==> config.mk <==
export PLATFORM = sky130hd
export DESIGN_NAME = pcie_sync_fifo_param_flat
export DESIGN_NICKNAME = d
export VERILOG_FILES = /design/src/rtl/pcie_sync_fifo_param_if.sv /design/src/rtl/pcie_sync_fifo_param.sv /design/src/flat_wrapper.sv
export SDC_FILE = /design/constraint.sdc
export NUM_CORES = 1
export LEC_CHECK = 0
export ABC_AREA = 1
export CAP_MARGIN = 10
export CELL_PAD_IN_SITES_DETAIL_PLACEMENT = 0
export CELL_PAD_IN_SITES_GLOBAL_PLACEMENT = 1
export CORE_MARGIN = 2
export CORE_UTILIZATION = 26
export CTS_CLUSTER_SIZE = 12
export DETAILED_ROUTE_END_ITERATION = 10
export MAX_ROUTING_LAYER = met4
export PLACE_DENSITY = 0.56
export SLEW_MARGIN = 20
export SYNTH_ARGS = -nofsm -noshare
export SYNTH_HDL_FRONTEND = slang
export SYNTH_SLANG_ARGS = --single-unit
==> constraint.sdc <==
create_clock -name clk -period 4.05 [get_ports clk]
set_input_delay 0.6075 -clock clk [delete_from_list [all_inputs] [get_ports clk]]
set_output_delay 0.6075 -clock clk [all_outputs]
set_load 0.01 [all_outputs]
==> src/rtl/pcie_sync_fifo_param_if.sv <==
// Handshake and status bundle between a transaction-layer client (master)
// and the parametrised synchronous FIFO (slave).
interface pcie_sync_fifo_param_if #(
   parameter int DATA_W = 8,
   parameter int DEPTH  = 16
);
   localparam int CNT_W = $clog2(DEPTH) + 1;

   logic              wr;
   logic              rd;
   logic [DATA_W-1:0] data_in;
   logic              clr_err;
   logic [DATA_W-1:0] data_out;
   logic              fifo_empty;
   logic              fifo_full;
   logic              fifo_almost_full;
   logic              fifo_almost_empty;
   logic              fifo_overflow;
   logic              fifo_underflow;
   logic [CNT_W-1:0]  fifo_count;

   modport master (
      output wr, rd, data_in, clr_err,
      input  data_out, fifo_empty, fifo_full, fifo_almost_full,
             fifo_almost_empty, fifo_overflow, fifo_underflow, fifo_count
   );

   modport slave (
      input  wr, rd, data_in, clr_err,
      output data_out, fifo_empty, fifo_full, fifo_almost_full,
             fifo_almost_empty, fifo_overflow, fifo_underflow, fifo_count
   );
endinterface

==> src/rtl/pcie_sync_fifo_param.sv <==
// Parametrised single-clock FIFO with thresholds, occupancy count and sticky errors.
// Define FIFO_FWFT_EN for first-word-fall-through; default is 1-cycle registered read.
module pcie_sync_fifo_param #(
   parameter int DATA_W    = 8,
   parameter int DEPTH     = 16,
   parameter int AF_THRESH = 14,
   parameter int AE_THRESH = 2,
   localparam int ADDR_W   = $clog2(DEPTH)
) (
   input logic                   clk,
   input logic                   rst,
   pcie_sync_fifo_param_if.slave bus
);
   localparam logic [ADDR_W:0] FULL_LVL = DEPTH[ADDR_W:0];
   localparam logic [ADDR_W:0] AF_LVL   = AF_THRESH[ADDR_W:0];
   localparam logic [ADDR_W:0] AE_LVL   = AE_THRESH[ADDR_W:0];

   logic [DATA_W-1:0] mem_q [DEPTH];
   logic [ADDR_W-1:0] wptr_q, wptr_d;
   logic [ADDR_W-1:0] rptr_q, rptr_d;
   logic [ADDR_W:0]   count_q, count_d;
   logic              empty_q, empty_d;
   logic              full_q, full_d;
   logic              afull_q, afull_d;
   logic              aempty_q, aempty_d;
   logic              ovf_q, ovf_d;
   logic              udf_q, udf_d;
   logic              rd_ok, wr_ok;

   // A write into a full FIFO still lands when the same cycle frees a slot.
   assign rd_ok = bus.rd & ~empty_q;
   assign wr_ok = bus.wr & (~full_q | rd_ok);

   always_comb begin
      // NOTE: every output of this block gets a default first, so no path can leave it unassigned and infer a latch.
      wptr_d  = wptr_q;
      rptr_d  = rptr_q;
      count_d = count_q;
      if (wr_ok) wptr_d = wptr_q + 1'b1;
      if (rd_ok) rptr_d = rptr_q + 1'b1;
      if (wr_ok && !rd_ok)      count_d = count_q + 1'b1;
      else if (rd_ok && !wr_ok) count_d = count_q - 1'b1;

      // Flags come from the next count so they are correct right after the edge.
      empty_d  = (count_d == '0);
      full_d   = (count_d == FULL_LVL);
      afull_d  = (count_d >= AF_LVL);
      aempty_d = (count_d <= AE_LVL);
      ovf_d    = (ovf_q & ~bus.clr_err) | (bus.wr & full_q & ~rd_ok);
      udf_d    = (udf_q & ~bus.clr_err) | (bus.rd & empty_q);
   end

   // NOTE: state registers use non-blocking assignments so every flop samples pre-edge values.
   always_ff @(posedge clk) begin
      if (rst) begin
         wptr_q   <= '0;
         rptr_q   <= '0;
         count_q  <= '0;
         empty_q  <= 1'b1;
         full_q   <= 1'b0;
         afull_q  <= 1'b0;
         aempty_q <= 1'b1;
         ovf_q    <= 1'b0;
         udf_q    <= 1'b0;
      end else begin
         wptr_q   <= wptr_d;
         rptr_q   <= rptr_d;
         count_q  <= count_d;
         empty_q  <= empty_d;
         full_q   <= full_d;
         afull_q  <= afull_d;
         aempty_q <= aempty_d;
         ovf_q    <= ovf_d;
         udf_q    <= udf_d;
      end
   end

   // NOTE: the storage array has no reset; stale contents are unreachable once the pointers and count are cleared.
   always_ff @(posedge clk) begin
      if (!rst && wr_ok) mem_q[wptr_q] <= bus.data_in;
   end

`ifdef FIFO_FWFT_EN
   // Head word is shown combinationally whenever something is stored.
   assign bus.data_out = empty_q ? '0 : mem_q[rptr_q];
`else
   logic [DATA_W-1:0] dout_q;

   always_ff @(posedge clk) begin
      if (rst)        dout_q <= '0;
      else if (rd_ok) dout_q <= mem_q[rptr_q];
   end

   assign bus.data_out = dout_q;
`endif

   assign bus.fifo_empty        = empty_q;
   assign bus.fifo_full         = full_q;
   assign bus.fifo_almost_full  = afull_q;
   assign bus.fifo_almost_empty = aempty_q;
   assign bus.fifo_overflow     = ovf_q;
   assign bus.fifo_underflow    = udf_q;
   assign bus.fifo_count        = count_q;
endmodule
==> src/flat_wrapper.sv <==
// flat-port wrapper written by rule: the top's interface ports become plain ports
module pcie_sync_fifo_param_flat 
#(
   parameter int DATA_W    = 8,
   parameter int DEPTH     = 16,
   parameter int AF_THRESH = 14,
   parameter int AE_THRESH = 2,
   localparam int ADDR_W   = $clog2(DEPTH)
)
  (clk, rst, bus_wr, bus_rd, bus_data_in, bus_clr_err, bus_data_out, bus_fifo_empty, bus_fifo_full, bus_fifo_almost_full, bus_fifo_almost_empty, bus_fifo_overflow, bus_fifo_underflow, bus_fifo_count);
  pcie_sync_fifo_param_if #(.DATA_W(DATA_W), .DEPTH(DEPTH)) bus_i ();
  input logic clk;
  input logic rst;
  input wire logic [$bits(bus_i.wr)-1:0] bus_wr;
  input wire logic [$bits(bus_i.rd)-1:0] bus_rd;
  input wire logic [$bits(bus_i.data_in)-1:0] bus_data_in;
  input wire logic [$bits(bus_i.clr_err)-1:0] bus_clr_err;
  output wire logic [$bits(bus_i.data_out)-1:0] bus_data_out;
  output wire logic [$bits(bus_i.fifo_empty)-1:0] bus_fifo_empty;
  output wire logic [$bits(bus_i.fifo_full)-1:0] bus_fifo_full;
  output wire logic [$bits(bus_i.fifo_almost_full)-1:0] bus_fifo_almost_full;
  output wire logic [$bits(bus_i.fifo_almost_empty)-1:0] bus_fifo_almost_empty;
  output wire logic [$bits(bus_i.fifo_overflow)-1:0] bus_fifo_overflow;
  output wire logic [$bits(bus_i.fifo_underflow)-1:0] bus_fifo_underflow;
  output wire logic [$bits(bus_i.fifo_count)-1:0] bus_fifo_count;
  assign bus_i.wr = bus_wr;
  assign bus_i.rd = bus_rd;
  assign bus_i.data_in = bus_data_in;
  assign bus_i.clr_err = bus_clr_err;
  assign bus_data_out = bus_i.data_out;
  assign bus_fifo_empty = bus_i.fifo_empty;
  assign bus_fifo_full = bus_i.fifo_full;
  assign bus_fifo_almost_full = bus_i.fifo_almost_full;
  assign bus_fifo_almost_empty = bus_i.fifo_almost_empty;
  assign bus_fifo_overflow = bus_i.fifo_overflow;
  assign bus_fifo_underflow = bus_i.fifo_underflow;
  assign bus_fifo_count = bus_i.fifo_count;
  pcie_sync_fifo_param #(.DATA_W(DATA_W), .DEPTH(DEPTH), .AF_THRESH(AF_THRESH), .AE_THRESH(AE_THRESH)) u_core (.clk(clk), .rst(rst), .bus(bus_i));
endmodule
# Word-level counts from Yosys, hierarchy flattened
# Memories as Yosys holds them, arrays and structs flattened. A register that Yosys moved wholly into a read port is not among the register bits.
# Cells that the tools add are included.
dict set report op_classes {
  addsub 4
  magnitude_cmp 2
  n_eq_ne 1
  muxes 4
  bitwise_logic 14
  reduce_logical 7
}
# cell n
set op_table {}
lappend op_table {{5-bit two-way mux} 2}
lappend op_table {{4-bit by 1-bit adder with 4-bit output, second input constant} 2}
lappend op_table {{1-bit bitwise AND} 7}
lappend op_table {{5-bit by 1-bit adder with 5-bit output, second input constant} 1}
lappend op_table {{5-bit equality test, second input constant} 1}
lappend op_table {{5-bit by 4-bit >= comparator with 1-bit output, second input constant} 1}
lappend op_table {{5-bit by 2-bit <= comparator with 1-bit output, second input constant} 1}
lappend op_table {{5-bit logical NOT} 1}
lappend op_table {{5-bit by 1-bit subtractor with 5-bit output, second input constant} 1}
lappend op_table {{1-bit NOT} 4}
lappend op_table {{1-bit logical AND} 3}
lappend op_table {{1-bit logical NOT} 3}
lappend op_table {{1-bit OR} 3}
lappend op_table {{1-bit two-way mux} 2}
dict set report totals {
  regBits 19
  ramBits 128
  input_bits 13
  n_memories 1
}
# memory words word_bits rd rd_ports_with_merged_regs write_ports line_no
set mem_list {}
lappend mem_list {u_core.mem_q 16 8 1 1 1 pcie_sync_fifo_param.sv:18} ;# logic [DATA_W-1:0] mem_q [DEPTH];

# Depth between registers and ports, before layout
# Gate-level depths: netlist of run 1.
dict set report logic_depth {
  depth_word 9
  mapped_depth 11
  ltp_nobuf 10
}

# Worst setup path after synthesis of run 1
# Ideal clock, no wire load.
dict set report synth_path {
  path_type {in2reg}
  from {input rst}
  to {memory u_core.mem_q[0][0], enable pin}
  setup_ns 0.370
  arrival_time_ns 1.421
  required_ns 3.680
  slack_ns 2.259
  cell_stages 4
  path_cell_list {inv_1 buf_2 nand3_1 nor2_1}
}
dict set report synth_via {
  elab_chain_len 4
}
# item line_no
set synth_lines {}
lappend synth_lines {{start, declared} flat_wrapper.sv:13} ;# input logic rst;
lappend synth_lines {{1-bit logical NOT} pcie_sync_fifo_param.sv:80} ;# if (!rst && wr_ok) mem_q[wptr_q] <= bus.data_in;
lappend synth_lines {{1-bit logical AND} pcie_sync_fifo_param.sv:80}
lappend synth_lines {{1-bit two-way mux} pcie_sync_fifo_param.sv:80}
lappend synth_lines {{1-bit two-way mux (implied by the code)} pcie_sync_fifo_param.sv:80}
lappend synth_lines {{end, declared} pcie_sync_fifo_param.sv:18}
# Every way passes these cells.

# Worst setup path in the final report of run 1
dict set report layout_path {
  from {input rst}
  to {memory u_core.mem_q[12][1], enable pin}
}
# The elaborated chain is that of the path after synthesis.

==> reports/metrics.cfg, run 1 <==
[global_routing]
grt_antenna_before_repair=0
grt_max_degree=67
grt_pass1_vias=4381
grt_first_pass_wirelength_mm=26.11
groute.usage.overall_pct=13.93
globalRoute.totalOverflow=0

[outcome]
status=complete, no violations

[setup_path]
crit_path_max_delay_family=buffers and inverters
path_max_fanout=15
critical_path.max_stage_delay_ps=610
critical_path_arrival_ps=2470
worstSetupPathType=in -> reg
critical_path.startpoint=rst
critPathSlowestCell=sky130_fd_sc_hd__nor2_1
timing.critical_path.required_ps=4110
crit-reg2reg-launch=u_core.rptr_q[0]
nature_of_the_critical_path_endpoint=register
timing.critical_path.cells=clkdlybuf4s50_1 > buf_4 > inv_1 > nand3_1 > nor2_1
critical_path.startpoint_type=primary input
worst-path-buf-inv=3

[clocking]
cts_resized=0
clk_latency_ps=430
cts.repair_timing.setup_buffer_count=0
post_cts_hold_fix_bufs=0
clockRootBuffer=sky130_fd_sc_hd__clkbuf_16
clock_path_buffers=2
clock_pin_slew_of_the_registers_on_the_worst_case_setup_and_hold_paths_ps=60
cts-htree-levels=4
numCtsBuffers=17
clock_tree_from_tritoncts=done
clock-sinks=155

[synth]
post_synth_inst_count=622
synth_top_flop_cell=sky130_fd_sc_hd__edfxtp_1
net_count_after_synthesis=642
number_of_synthesized_flops_with_an_enable_pin=128
ys_types=26
syn_area_per_cell_um2=10.42
synth_top_area_cell=sky130_fd_sc_hd__edfxtp_1
post-synth-top-area-fraction_pct=59.28
sequential_share_of_the_synthesized_area_pct=67.62
yosys_warnings=0
synth_async_sr_flop_share_pct=0
synth.area.top_cells=sky130_fd_sc_hd__edfxtp_1 59%, sky130_fd_sc_hd__nand2_1 11%, sky130_fd_sc_hd__nand3_1 9.0%
ys_seq_elements=155
syn_area_mm2=0.006484

[pwr]
leakage_nw=2.812
max-vdd-ir-drop_mv=0.2779
power-per-cell-area_mw_per_mm2=493.2

[timing]
timing_max_transition_violations_final=0
peak_freq_mhz=413.9
finalHoldViolations=0
worst_slew_pin_slew_ps=949.6
final_critical_path_time_including_i_o_delays_and_setup_ps=2416
setup_tns_ps=0
post-route-period-util_pct=59.65
slew_headroom_pct=36.49
final.setup.worst_slack_ps=1634
setup_viol_count_final=0
worst_clock_skew_ps=8.183
unrepaired_setup_endpoints_after_global_routing=no

[finish]
filler_cell_count=2543
layout.area.seq_mm2=0.004385
multi_input_comb_area_mm2=0.001815
drive_gt1_share_pct=6.818
synthToLayoutAreaGrowth_pct=18.26
ant_diodes=0
final_nets=667

[drt]
top_layer=met4
detailroute.wirelength.met2_mm=7.896
drc_marker_count_from_the_first_detailed_route_iteration=432
routed_wire_length_per_instance_um=17.28
route.detailed.drc=0
detail-route-antenna-nets=0
met3RoutedLength_um=504
drt-met1-wl_mm=8.452
vias=4404
via_per_inst=4.476
number_of_iterations_in_the_first_detailed_routing_pass=5
postRouteWirelength_mm=17.00

[die]
core_rows=57
fp.dieH_um=161.9
io_pins=32
effective_utilization_at_floorplan_pct=26.58
chipWidth_um=161.9
placeableCoreArea_mm2=0.02439
die_area_mm2=0.02622

[placed_design]
post-dp-hpwl_mm=11.24
setup_ws_pre_cts_ps=1169
gp_routability_congestion=0.7980
io_buffer_count=31

[job]
drv_cap=0

[hold_path]
holdCritPathClass=reg -> reg
hold_path.startpoint=u_core.bus.fifo_overflow

worst reg2reg max path, cell delays in order, from the launching register on:
cell	delay (ps)
sky130_fd_sc_hd__dfxtp_2	330
sky130_fd_sc_hd__clkinv_2	670
sky130_fd_sc_hd__nand2_1	260
sky130_fd_sc_hd__nand3_1	110
sky130_fd_sc_hd__nand3_1	170
sky130_fd_sc_hd__nand2_1	130
sky130_fd_sc_hd__nand2_1	80
sky130_fd_sc_hd__nand2_1	70
sky130_fd_sc_hd__o21ai_1	130
sky130_fd_sc_hd__inv_1	50
layout make-up:
| cell class | instances | area share [%] |
|---|---|---|
| multi-input cells | 401 | 23.68 |
| repair buffers | 36 | 4.537 |
| flip-flops and latches | 155 | 57.20 |
| clock inverters | 14 | 1.926 |
| well taps | 324 | 5.287 |
| clock buffers | 18 | 5.597 |
| inverters | 36 | 1.779 |
synth_stat cells (2+ instances only):
| library cell | n |
|---|---|
| sky130_fd_sc_hd__nand2_1 | 187 |
| sky130_fd_sc_hd__edfxtp_1 | 128 |
| sky130_fd_sc_hd__nand3_1 | 117 |
| sky130_fd_sc_hd__nor2_1 | 46 |
| sky130_fd_sc_hd__inv_1 | 29 |
| sky130_fd_sc_hd__dfxtp_1 | 27 |
| sky130_fd_sc_hd__buf_2 | 20 |
| sky130_fd_sc_hd__a21oi_1 | 17 |
| sky130_fd_sc_hd__o21ai_1 | 8 |
| sky130_fd_sc_hd__clkbuf_1 | 7 |
| sky130_fd_sc_hd__ha_1 | 7 |
| sky130_fd_sc_hd__o21ai_0 | 6 |
| sky130_fd_sc_hd__inv_2 | 5 |
| sky130_fd_sc_hd__nand4_1 | 4 |
| sky130_fd_sc_hd__clkinv_1 | 2 |
| sky130_fd_sc_hd__nor3_1 | 2 |
stage by stage:
stage / cells / util [%] / hold WS, ps / total power [mW] / area, um^2
after floorplan: 622 / - / 479.8 / 2.097 / 6484
after global routing: 984 / 31.44 / 508.9 / 3.949 / 7667
after global placement: 952 / 29.07 / 480.9 / 2.288 / 7089
after detailed placement: 952 / 29.07 / 462.7 / 2.286 / 7089
final: 984 / 31.44 / 472.3 / 3.781 / 7667
after CTS: 984 / 31.43 / 471.5 / 3.826 / 7666
placed cells by master, fill, tap and decap left out:
| master | Yosys | layout |
|---|---|---|
| sky130_fd_sc_hd__nand2_1 | 187 | 187 |
| sky130_fd_sc_hd__edfxtp_1 | 128 | 128 |
| sky130_fd_sc_hd__nand3_1 | 117 | 117 |
| sky130_fd_sc_hd__nor2_1 | 46 | 46 |
| sky130_fd_sc_hd__clkdlybuf4s50_1 | 0 | 31 |
| sky130_fd_sc_hd__inv_1 | 29 | 29 |
| sky130_fd_sc_hd__dfxtp_1 | 27 | 26 |
| sky130_fd_sc_hd__a21oi_1 | 17 | 17 |
| sky130_fd_sc_hd__clkbuf_16 | 0 | 17 |
| sky130_fd_sc_hd__o21ai_1 | 8 | 8 |
| sky130_fd_sc_hd__ha_1 | 7 | 7 |
| sky130_fd_sc_hd__o21ai_0 | 6 | 6 |
| sky130_fd_sc_hd__clkinv_4 | 0 | 5 |
| sky130_fd_sc_hd__buf_4 | 1 | 5 |
| sky130_fd_sc_hd__inv_2 | 5 | 4 |
| sky130_fd_sc_hd__clkinv_1 | 2 | 4 |
| sky130_fd_sc_hd__nand4_1 | 4 | 4 |
| sky130_fd_sc_hd__clkinvlp_4 | 0 | 3 |
| sky130_fd_sc_hd__clkinv_2 | 0 | 2 |
| sky130_fd_sc_hd__nor3_1 | 2 | 2 |
| sky130_fd_sc_hd__bufinv_16 | 0 | 2 |
| sky130_fd_sc_hd__nand2_4 | 1 | 1 |
| sky130_fd_sc_hd__a21oi_4 | 1 | 1 |
| sky130_fd_sc_hd__nor2_4 | 1 | 1 |
| sky130_fd_sc_hd__nand3_4 | 1 | 1 |
| sky130_fd_sc_hd__xor2_1 | 1 | 1 |
| sky130_fd_sc_hd__nor2_2 | 1 | 1 |
| sky130_fd_sc_hd__and3_1 | 1 | 1 |
| sky130_fd_sc_hd__clkbuf_1 | 7 | 1 |
| sky130_fd_sc_hd__inv_6 | 0 | 1 |
| sky130_fd_sc_hd__dfxtp_2 | 0 | 1 |
power breakdown:
part           total (mW)  internal (mW)  switching [mW]  leakage [nW]
Clock                1.53          0.906           0.629         0.272
Combinational       0.439          0.150           0.289          1.17
Sequential           1.81           1.77          0.0410          1.38
Total                3.78           2.82           0.959          2.81
worst paths after layout:
check | end | slack, ps | depth (start not counted)
max | u_core.mem_q[12][1] | 1630 | 5
min reg2reg | u_core.bus.fifo_overflow | 470 | 2
min | u_core.bus.fifo_overflow | 470 | 2
max reg2reg | u_core.bus.data_out[1] | 1950 | 9
metal layers:
metal | global-route usage [%] | vias to the layer above
li1 | - | 2172
met1 | 18.89 | 2133
met2 | 21.43 | 87
met3 | 2.605 | 12
met4 | 3.942 | 0
met5 | - | -
registers in the layout, indices dropped and copies added (netlist names):
signal / cells
u_core.wptr_q: 4
u_core.rptr_q: 4
u_core.mem_q: 128
u_core.bus.data_out: 8
u_core.bus.fifo_almost_full: 1
u_core.bus.fifo_overflow: 1
u_core.bus.fifo_empty: 1
u_core.bus.fifo_underflow: 1
u_core.bus.fifo_almost_empty: 1
u_core.bus.fifo_full: 1
u_core.bus.fifo_count: 5
cell families after synthesis:
kind of cell / after synthesis / share of synthesized area, %
DFF: 155 / 67.62
adders and majority gates: 7 / 1.351
xor gates and xnor gates: 1 / 0.1351
AOI/OAI and AO/OA: 32 / 2.644
and+or+nand+nor: 361 / 23.87
buffers and inverters: 66 / 4.381
(Power assumes the default switching activity.)
==> run 2: changes to the inputs <==
Clock period 4.05 ns to 2.3 ns, I/O delays scaled along.
==> run 2 against run 1 <==
Effect of this change: critical endpoint is now bus_fifo_count[2]; sequential share of layout area shrank 1.7 points; combinational power grew 86%; cell area grew 3.0%; non-clock buffer count is 29 higher; cell count up 2.7%; via count increased by 3.1%; critical path depth decreased by 4; largest cell class unchanged; global-route usage grew 0.16 points; utilization is 0.95 points higher.
==> reports/metrics.cfg, run 2 (synthesized netlist as in run 1, its figures left out) <==
[global_routing]
grt_first_pass_wirelength_mm=26.48
globalRoute.totalOverflow=0
groute.usage.overall_pct=14.09
grt_pass1_vias=4509
grt_antenna_before_repair=0
grt_max_degree=67

[pwr]
max-vdd-ir-drop_mv=0.5160
power-per-cell-area_mw_per_mm2=857.7
leakage_nw=2.968

[setup_path]
critical_path.max_stage_delay_ps=610
critical_path.startpoint=u_core.bus.fifo_count[2]
path_max_fanout=10
crit_end=bus_fifo_count[2]
worstSetupPathType=reg -> out
critPathSlowestCell=sky130_fd_sc_hd__clkdlybuf4s50_1
critical_path_arrival_ps=1550
worst-path-buf-inv=1
critical_path.startpoint_type=register
r2r_endpoint=u_core.bus.data_out[2]
crit-reg2reg-launch=u_core.rptr_q[0]
nature_of_the_critical_path_endpoint=output pin
reg2reg_setup_slack_ps=610
timing.critical_path.required_ps=1960
crit_path_max_delay_family=buffers and inverters
rr_worst_depth=10
cp_num_cells=1
timing.critical_path.cells=clkdlybuf4s50_1

[die]
effective_utilization_at_floorplan_pct=26.58
die_area_mm2=0.02622
chipWidth_um=161.9
core_rows=57
io_pins=32
fp.dieH_um=161.9
placeableCoreArea_mm2=0.02439

[clocking]
clk_latency_ps=430
post_cts_hold_fix_bufs=0
clock_tree_from_tritoncts=done
cts_resized=0
clockRootBuffer=sky130_fd_sc_hd__clkbuf_16
clock-sinks=155
clock_pin_slew_of_the_registers_on_the_worst_case_setup_and_hold_paths_ps=60
cts-htree-levels=4
clock_path_buffers=2
cts.repair_timing.setup_buffer_count=0
numCtsBuffers=17

[drt]
vias=4541
route.detailed.drc=0
met3RoutedLength_um=889
postRouteWirelength_mm=17.24
number_of_iterations_in_the_first_detailed_routing_pass=5
detail-route-antenna-nets=0
drt-met1-wl_mm=8.033
drc_marker_count_from_the_first_detailed_route_iteration=410
detailroute.wirelength.met2_mm=8.110
routed_wire_length_per_instance_um=17.05
via_per_inst=4.492
top_layer=met4

[outcome]
status=complete, no violations

[timing]
finalHoldViolations=0
timing_max_transition_violations_final=0
unrepaired_setup_endpoints_after_global_routing=no
post-route-period-util_pct=82.37
slew_headroom_pct=58.05
worst_slew_pin_slew_ps=629.3
final_critical_path_time_including_i_o_delays_and_setup_ps=1894
peak_freq_mhz=527.9
setup_tns_ps=0
worst_clock_skew_ps=7.186
setup_viol_count_final=0
hold_slack_ps=468.9

[finish]
filler_cell_count=2484
fin_area_mm2=0.007900
final_nets=696
top_reg_by_flops=u_core.mem_q
max_ffs_per_register=128
multi_input_comb_area_mm2=0.001815
final_cell_mix=187 x sky130_fd_sc_hd__nand2_1, 128 x sky130_fd_sc_hd__edfxtp_1, 117 x sky130_fd_sc_hd__nand3_1, 46 x sky130_fd_sc_hd__nor2_1, 33 x sky130_fd_sc_hd__buf_4
synthToLayoutAreaGrowth_pct=21.84
final_common_cell=sky130_fd_sc_hd__nand2_1
ant_diodes=0
layout.area.seq_mm2=0.004385
drive_gt1_share_pct=10.48

[placed_design]
placedInstanceArea_mm2=0.007320
post-dp-hpwl_mm=11.61
gp_routability_congestion=0.8546
io_buffer_count=31

[hold_path]
holdCritPathClass=reg -> reg
worstHoldPathCells=2

[job]
drv_cap=0

[run 2: cell types whose count changed in the layout (fill, tap and decap cells not counted), sizes merged]
| cell | change |
|---|---|
| buf | +29 |
| bufinv | +1 |
| clkinv | -3 |
[run 2: worst min-delay path by stage]
stage | start | to
finish | u_core.bus.fifo_underflow | u_core.bus.fifo_underflow
global route | u_core.bus.fifo_overflow | u_core.bus.fifo_overflow
CTS | u_core.bus.fifo_underflow | u_core.bus.fifo_underflow
detailed placement | u_core.bus.fifo_underflow | u_core.bus.fifo_underflow
global placement | u_core.bus.fifo_underflow | u_core.bus.fifo_underflow
floorplan | bus_data_in[0] | u_core.mem_q[0][0]
[run 2: per-layer routing]
metal,GRT usage (%),vias up
met5,-,-
met4,3.942,0
met3,2.783,17
met2,21.74,118
met1,18.98,2185
li1,-,2221
[run 2: area by class of cell]
class,instances,share of cell area (%)
clock inverter,12,1.916
multi-input combinational,401,22.98
sequential,155,55.51
timing repair buffer,65,7.317
clock buffer,18,5.432
inverter,36,1.710
tap,324,5.131
[run 2: where the power goes]
group / total [mW] / internal (mW) / leakage, nW / switching (mW)
Sequential: 3.16 / 3.11 / 1.38 / 0.0557
Clock: 2.80 / 1.69 / 0.273 / 1.11
Combinational: 0.816 / 0.289 / 1.32 / 0.527
Total: 6.78 / 5.08 / 2.97 / 1.69
[run 2: metrics by stage]
step | setup WS, ps | power, mW | cells | utilization, %
floorplan | 699.9 | 3.693 | 622 | -
global placement | 142.6 | 4.049 | 981 | 30.01
detailed placement | 124.1 | 4.049 | 981 | 30.01
CTS | 385.1 | 6.830 | 1011 | 32.39
global route | 343.5 | 7.041 | 1011 | 32.39
finish | 405.5 | 6.776 | 1011 | 32.39
[run 2: worst reg2reg max path, cell delays in order (launching register included)]
cell	delay, ps
sky130_fd_sc_hd__dfxtp_2	320
sky130_fd_sc_hd__inv_2	390
sky130_fd_sc_hd__buf_12	260
sky130_fd_sc_hd__nand2_1	80
sky130_fd_sc_hd__nand3_1	100
sky130_fd_sc_hd__nand3_1	110
sky130_fd_sc_hd__nand2_1	90
sky130_fd_sc_hd__nand2_1	50
sky130_fd_sc_hd__nand2_1	110
sky130_fd_sc_hd__o21ai_1	80
sky130_fd_sc_hd__inv_1	60
